## config.mk

```make
export PLATFORM = sky130hd
export DESIGN_NAME = fft_frame_ctrl
export DESIGN_NICKNAME = d
export VERILOG_FILES = /design/src/rtl/fft_pkg.sv /design/src/rtl/fft_frame_ctrl.sv
export SDC_FILE = /design/constraint.sdc
export NUM_CORES = 1
export LEC_CHECK = 0
export CAP_MARGIN = 25
export CORE_AREA = 2 2 69 71
export CTS_CLUSTER_DIAMETER = 50
export DETAILED_ROUTE_END_ITERATION = 8
export DIE_AREA = 0 0 71 73
export DONT_BUFFER_PORTS = 1
export GPL_TIMING_DRIVEN = 1
export PLACE_DENSITY = 0.75
export SLEW_MARGIN = 40
export SYNTH_ARGS = -nofsm -noshare
export SYNTH_HDL_FRONTEND = slang
export SYNTH_SLANG_ARGS = --single-unit
```

## constraint.sdc

```tcl
create_clock -name clk -period 3.4 [get_ports clk]
set_input_delay 0.51 -clock clk [delete_from_list [all_inputs] [get_ports clk]]
set_output_delay 0.51 -clock clk [all_outputs]
set_load 0.05 [all_outputs]
```

## src/rtl/fft_pkg.sv

```systemverilog
`default_nettype none
// ---------------------------------------------------------------------------
// fft_pkg : frame geometry, sequencer state type and default FFT latency
// Revision: 1.0
// ---------------------------------------------------------------------------
package fft_pkg;

  localparam int N_POINTS        = 16;
  localparam int ADDR_W          = 4;
  localparam int DATA_W          = 16;
  localparam int FFT_LAT_DEFAULT = 4;

  localparam logic [ADDR_W-1:0] LAST_IDX = ADDR_W'(N_POINTS - 1);

  typedef enum logic [1:0] {
    ST_LOAD = 2'd0,
    ST_WAIT = 2'd1,
    ST_READ = 2'd2,
    ST_HOLD = 2'd3
  } state_t;

endpackage
`default_nettype wire

```

## src/rtl/fft_frame_ctrl.sv

```systemverilog
`default_nettype none
// ---------------------------------------------------------------------------
// fft_frame_ctrl : loads 16 samples into the FFT input RAM, waits for the
//                  transform to settle, then streams the 16 bins out.
// Revision: 1.0
// ---------------------------------------------------------------------------
module fft_frame_ctrl
  import fft_pkg::*;
#(
  parameter int FFT_LAT = FFT_LAT_DEFAULT,
  parameter int RD_LAT  = 1
) (
  input  logic              clk,
  input  logic              rst,
  input  logic              s_valid,
  output logic              s_ready,
  input  logic [DATA_W-1:0] s_data,
  output logic              m_valid,
  input  logic              m_ready,
  output logic [DATA_W-1:0] m_data_r,
  output logic [DATA_W-1:0] m_data_i,
  output logic [ADDR_W-1:0] m_index,
  output logic              m_last,
  output logic              ram_we,
  output logic [ADDR_W-1:0] ram_waddr,
  output logic [DATA_W-1:0] ram_wdata,
  output logic              ram_re,
  output logic [ADDR_W-1:0] ram_raddr,
  input  logic [DATA_W-1:0] ram_rdata_r,
  input  logic [DATA_W-1:0] ram_rdata_i,
  output logic              busy,
  output logic              frame_done
);

  localparam logic [7:0] FFT_LAT_L = 8'(FFT_LAT);
  localparam logic [1:0] RD_LAT_L  = 2'(RD_LAT);

  state_t            state_q, state_d;
  logic [ADDR_W-1:0] wcnt_q, wcnt_d;
  logic [ADDR_W-1:0] rcnt_q, rcnt_d;
  logic [7:0]        wait_q, wait_d;
  logic [1:0]        lat_q, lat_d;
  logic              quiet_q, quiet_d;
  logic [DATA_W-1:0] dat_r_q, dat_r_d;
  logic [DATA_W-1:0] dat_i_q, dat_i_d;
  logic [ADDR_W-1:0] idx_q, idx_d;
  logic              last_q, last_d;

  // quiet_q blocks RAM writes in the first cycle after reset is released
  always_ff @(posedge clk) begin
    if (rst) begin
      state_q <= ST_LOAD;
      wcnt_q  <= '0;
      rcnt_q  <= '0;
      wait_q  <= '0;
      lat_q   <= '0;
      quiet_q <= 1'b1;
      dat_r_q <= '0;
      dat_i_q <= '0;
      idx_q   <= '0;
      last_q  <= 1'b0;
    end else begin
      state_q <= state_d;
      wcnt_q  <= wcnt_d;
      rcnt_q  <= rcnt_d;
      wait_q  <= wait_d;
      lat_q   <= lat_d;
      quiet_q <= quiet_d;
      dat_r_q <= dat_r_d;
      dat_i_q <= dat_i_d;
      idx_q   <= idx_d;
      last_q  <= last_d;
    end
  end

  always_comb begin
    state_d = state_q;
    wcnt_d  = wcnt_q;
    rcnt_d  = rcnt_q;
    wait_d  = wait_q;
    lat_d   = lat_q;
    quiet_d = 1'b0;
    dat_r_d = dat_r_q;
    dat_i_d = dat_i_q;
    idx_d   = idx_q;
    last_d  = last_q;
    case (state_q)
      ST_LOAD: begin
        if (s_valid && s_ready) begin
          wcnt_d = wcnt_q + 1'b1;
          if (wcnt_q == LAST_IDX) begin
            state_d = ST_WAIT;
            wait_d  = FFT_LAT_L;
          end
        end
      end
      ST_WAIT: begin
        if (wait_q <= 8'd1) begin
          state_d = ST_READ;
          rcnt_d  = '0;
          lat_d   = RD_LAT_L;
        end else begin
          wait_d = wait_q - 8'd1;
        end
      end
      // lat_q counts RD_LAT cycles after the read strobe, then the data is valid
      ST_READ: begin
        if (lat_q == 2'd0) begin
          dat_r_d = ram_rdata_r;
          dat_i_d = ram_rdata_i;
          idx_d   = rcnt_q;
          last_d  = (rcnt_q == LAST_IDX);
          state_d = ST_HOLD;
        end else begin
          lat_d = lat_q - 2'd1;
        end
      end
      ST_HOLD: begin
        if (m_valid && m_ready) begin
          if (rcnt_q == LAST_IDX) begin
            rcnt_d  = '0;
            state_d = ST_LOAD;
          end else begin
            rcnt_d  = rcnt_q + 1'b1;
            lat_d   = RD_LAT_L;
            state_d = ST_READ;
          end
        end
      end
      default: state_d = ST_LOAD;
    endcase
  end

  always_comb begin
    s_ready    = (state_q == ST_LOAD) && !rst && !quiet_q;
    m_valid    = (state_q == ST_HOLD) && !rst;
    ram_we     = s_valid && s_ready;
    ram_waddr  = ram_we ? wcnt_q : '0;
    ram_wdata  = ram_we ? s_data : '0;
    ram_re     = (state_q == ST_READ) && (lat_q == RD_LAT_L) && !rst;
    ram_raddr  = ram_re ? rcnt_q : '0;
    frame_done = m_valid && m_ready && last_q;
    busy       = (state_q != ST_LOAD) || (wcnt_q != '0);
  end

  assign m_data_r = dat_r_q;
  assign m_data_i = dat_i_q;
  assign m_index  = idx_q;
  assign m_last   = last_q;

endmodule
`default_nettype wire

```

Word level (Yosys, flattened, before mapping). Index checks and enable logic that the tools add are counted.

Output and inout bits: 67. Bits in registers: 58. Input bits: 52. Logic and storage cells: 77.

$lt $le $gt $ge: 1. Mux-type cells: 24. Equal/unequal tests: 14. $add $sub $neg: 4. Reductions and logical operators: 24.

Operator list (count): 8-bit 2-to-1 mux (3); 2-bit 2-to-1 mux (10); 4-bit 2-to-1 mux (5); 16-bit 2-to-1 mux (1); 2-bit inequality test, second input constant (8); 8-bit case mux with 2 select lines (1); 5-bit AND reduction (2); 4-bit by 1-bit adder with 4-bit output, second input constant (2); 4-bit == test, second input constant (2); 8-bit by 1-bit <= comparator with 1-bit output, second input constant (1); 1-bit logical AND (8); 2-bit case mux with 4 select lines (1); 4-bit case mux with 2 select lines (1); 8-bit by 1-bit subtractor with 8-bit output, second input constant (1); 2-bit case mux with 3 select lines (1); 2-bit nonzero test (3); 2-bit by 1-bit == test with 1-bit output, second input constant (2); 2-bit == test, second input constant (2); 2-bit logical NOT (2); 2-bit AND reduction (2); 4-bit AND reduction (1); 4-bit nonzero test (1); 3-bit AND reduction (1); 3-bit nonzero test (1); 4 further kinds (5).

Logic depth before layout (Yosys ltp).
Depth after elaboration: 6. Depth in mapped cells: 7. Mapped depth without buffers: 6.

Worst setup path before layout. Ideal clock, no wire load.

Kind: input to output. Start: input port rst. End: output port ram_wdata[10]. Buffers on the path: 2. Setup slack: 0.661 ns. Arrival: 2.229 ns. Data required time: 2.890 ns. Stages on the path: 4. Cell sequence: clkbuf_1 nor4_4 clkbuf_1 and3_1.

Longest elaborated chain between the ends: 5.

Ends and longest elaborated chain: from (decl) (RTL line fft_frame_ctrl.sv:14) `input logic rst,`; 1-bit logical NOT (RTL line fft_frame_ctrl.sv:135) `s_ready = (state_q == ST_LOAD) && !rst && !quiet_q;`; 1-bit logical AND (2 in a row) (RTL line fft_frame_ctrl.sv:135); net s_ready (RTL line fft_frame_ctrl.sv:16) `output logic s_ready,`; 1-bit logical AND (RTL line fft_frame_ctrl.sv:137) `ram_we = s_valid && s_ready;`; 16-bit 2-to-1 mux (RTL line fft_frame_ctrl.sv:139) `ram_wdata = ram_we ? s_data : '0;`; to (decl) (RTL line fft_frame_ctrl.sv:26) `output logic [DATA_W-1:0] ram_wdata,`.

The timed path passes the listed nets, and every way through them passes these cells.

Worst setup path after layout.
Start: register state_q[1]. End: output port ram_raddr[2].

Longest elaborated chain between the ends: 4.

Ends and longest elaborated chain: from (decl) (RTL line fft_frame_ctrl.sv:38) `state_t state_q, state_d;`; from (signal assigned) (RTL line fft_frame_ctrl.sv:63) `state_q <= state_d;`; 2-bit == test (RTL line fft_frame_ctrl.sv:140) `ram_re = (state_q == ST_READ) && (lat_q == RD_LAT_L) && !rst;`; 1-bit logical AND (2 in a row) (RTL line fft_frame_ctrl.sv:140); net ram_re (RTL line fft_frame_ctrl.sv:27) `output logic ram_re,`; 4-bit 2-to-1 mux (RTL line fft_frame_ctrl.sv:141) `ram_raddr = ram_re ? rcnt_q : '0;`; to (decl) (RTL line fft_frame_ctrl.sv:28) `output logic [ADDR_W-1:0] ram_raddr,`.

The timed path passes the listed nets, and every way through them passes these cells.

==> flow_summary.json <==
{
  "outcome": "finished, final reports clean",
  "hold_violations": 0,
  "multi_input_area_mm2": 0.00127,
  "place.gp.congestion": 0.820,
  "yosys.area_share.simple_pct": 30.0,
  "clock_path_buffers": 2,
  "synthMuxAreaShare_pct": 0,
  "hold_path_class": "in2reg",
  "rows": 25,
  "holdBufCountCts": 0,
  "ant_nets": 0,
  "relSlewSlack_pct": 56.1,
  "synth_top_area_share_pct": 45.4,
  "antenna_cells": 0,
  "worst_ep_required_time_ps": 2890,
  "synthXorXnorAreaFrac_pct": 1.37,
  "track_usage_pct": 20.7,
  "die_area_mm2": 0.00518,
  "dp.cells": 357,
  "cts_buffers": 9,
  "synth_common_cells": "nand2_1, dfxtp_1, a21oi_1, and3_1, nor2_1",
  "synth-compound-area-share_pct": 14.7,
  "power.internal_w": 0.00114,
  "drt_wl_total_um": 5400,
  "clock.fmax_ghz": 0.368,
  "r2r-start": "wait_q[0]$_SDFFE_PP0P_",
  "cts.clk_slew.worst_paths_ps": 60,
  "power_w": 0.00143,
  "synth_flop_cell": "dfxtp_1",
  "r2r_slack_ps": 1350,
  "drc": 0,
  "io_buffers": 0,
  "cts_resized": 0,
  "wl_per_cell_um": 14.5,
  "drive_gt1_share_pct": 7.84,
  "setup_viol": 0,
  "grt-ovfl-total": 0,
  "worst_pin_slew_ps": 657,
  "synth_edf_count": 0,
  "ys_top_cells_by_area": "dfxtp_1, nand2_1, a21oi_1",
  "netlist_instances": 320,
  "synth_cell_types": 40,
  "drtPass1Iterations": 4,
  "setup.worst_path.start": "state_q[1]$_SDFFE_PP0P_",
  "p_leak_nw": 1.07,
  "ff_latch_area_mm2": 0.00116,
  "worstSetupEndpoint": "ram_raddr[2]",
  "grt_max_degree": 57,
  "yosysWarnings": 0,
  "finalCritPeriodShare_pct": 79.9,
  "drv_slew": 0,
  "r2r-end": "wait_q[5]$_SDFFE_PP0P_",
  "fin_util_pct": 61.3,
  "vias_per_cell": 5.75,
  "postCtsSetupBuffers": 0,
  "cts-htree-levels": 3,
  "p_per_area_mw_per_mm2": 514,
  "synth_top_family_by_area": "simple AND/OR/NAND/NOR gates",
  "coreArea_mm2": 0.00454,
  "yosysTopAreaCell": "dfxtp_1",
  "crit_path_end_kind": "primary output",
  "yosysSeqAreaShare_pct": 45.4,
  "max_cap_viol_count": 0,
  "die_h_um": 73,
  "startpoint_type": "flip-flop",
  "cts_tree": "yes",
  "period_minus_slack_ps": 2720,
  "syn_area_per_cell_um2": 8.00,
  "ff2ff_path_depth": 6,
  "whs_path_depth": 0,
  "synth_fa_ha_area_share_pct": 3.42,
  "synthesis.area_mm2": 0.00256,
  "die_w_um": 71,
  "pwr-share-comb_pct": 3.1,
  "drt_iter0_markers": 205,
  "vias": 2146,
  "power_frac_seq_pct": 47.8,
  "insertion_delay_ps": 340,
  "num-nets-final": 374,
  "finClkSkew_ps": 8.21,
  "hpwl_um": 3650,
  "p_sw_share_pct": 20.3,
  "crit_fanout": 11,
  "syn_nets": 379,
  "ios": 119,
  "nFillCells": 399,
  "peakVddDrop_uv": 290,
  "area_growth_pct": 8.61,
  "synth.most_common_cell": "nand2_1",
  "p_switching_w": 0.000290,
  "fin_setup_tns_ps": 0,
  "crit_type": "reg2out",
  "grt_pass1_vias": 1781,
  "p_clk_share_pct": 49.1,
  "whs_ps": 204,
  "async_reset_ff_share_pct": 0,
  "cts_num_sinks": 58,
  "grt_pass1_wl_um": 8300,
  "antenna_found_initial": 0,
  "cp.arrival_ps": 2210,
  "stdcell_count": 373,
  "ctsRootBufferMaster": "clkbuf_8",
  "rsz0062_at_grt": "false",
  "synth-seq-cells": 58,
  "start_util_pct": 56.4
}
-- logic make-up after synthesis --
family	after synthesis
compound gates	64
xor+xnor	4
fa+ha+maj	7
buf+inv	30
flops	58
simple gates	157
-- layout make-up --
| type | count | area share, % |
|---|---|---|
| Clock buffer | 13 | 5.72 |
| Clock inverter | 2 | 2.16 |
| Sequential cell | 58 | 41.8 |
| Timing Repair Buffer | 3 | 0.810 |
| Inverter | 11 | 1.49 |
| Tap cell | 54 | 2.43 |
| Multi-Input combinational cell | 232 | 45.6 |
-- layer usage --
layer	vias to the layer above	track usage (%)	routed length (um)
met5	-	0	0
met4	0	8.81	101
met3	9	9.81	424
met2	88	31.5	2580
met1	966	25.3	2290
li1	1083	-	-
-- state kept, by name (all words and copies together) (netlist names) --
name      count
lat_q         2
wait_q        8
quiet_q       1
m_index       4
rcnt_q        4
m_data_r     16
m_data_i     16
state_q       2
m_last        1
wcnt_q        4
-- worst max-delay path, stage by stage, from the launching register on --
cell and delay, ps:
dfxtp_1 550, and2b_2 240, and3_1 550, and2_1 530
-- worst min path at each step --
stage | from | end | slack, ps
6_report | rst | quiet_q$_DFF_P_ | 200
3_5_place_dp | wait_q[7]$_SDFFE_PP0P_ | wait_q[7]$_SDFFE_PP0P_ | 470
2_1_floorplan | wait_q[7]$_SDFFE_PP0P_ | wait_q[7]$_SDFFE_PP0P_ | 450
5_1_grt | rst | quiet_q$_DFF_P_ | 190
4_1_cts | rst | quiet_q$_DFF_P_ | 200
3_3_place_gp | wait_q[7]$_SDFFE_PP0P_ | wait_q[7]$_SDFFE_PP0P_ | 460
-- stage by stage --
stage / area, um2 / setup slack (ps)
after CTS: 2770 / 664
final: 2780 / 685
after global routing: 2780 / 566
after global placement: 2550 / 1070
after floorplan: 2560 / 661
after detailed placement: 2550 / 1040
-- cell usage in the layout (no fill, tap or decap), types with 4 or more instances in the layout --
master,netlist,routed
nand3_1,7,7
clkbuf_8,0,11
a21oi_1,45,45
nor2_1,12,12
ha_1,7,7
nand2_1,84,84
and2_1,7,7
dfxtp_1,58,58
and3_1,23,23
o21ai_0,4,4
nor3_1,5,5
inv_1,11,11
-- power by group through the flow --
stage | Combinational, W | Sequential (W) | Clock, W
2_1_floorplan | 0.0000501 | 0.000697 | 0
3_3_place_gp | 0.0000421 | 0.000698 | 0
3_5_place_dp | 0.0000427 | 0.000698 | 0
4_1_cts | 0.0000429 | 0.000683 | 0.000714
5_1_grt | 0.0000460 | 0.000683 | 0.000740
6_report | 0.0000436 | 0.000683 | 0.000702
(Power assumes the default switching activity.)
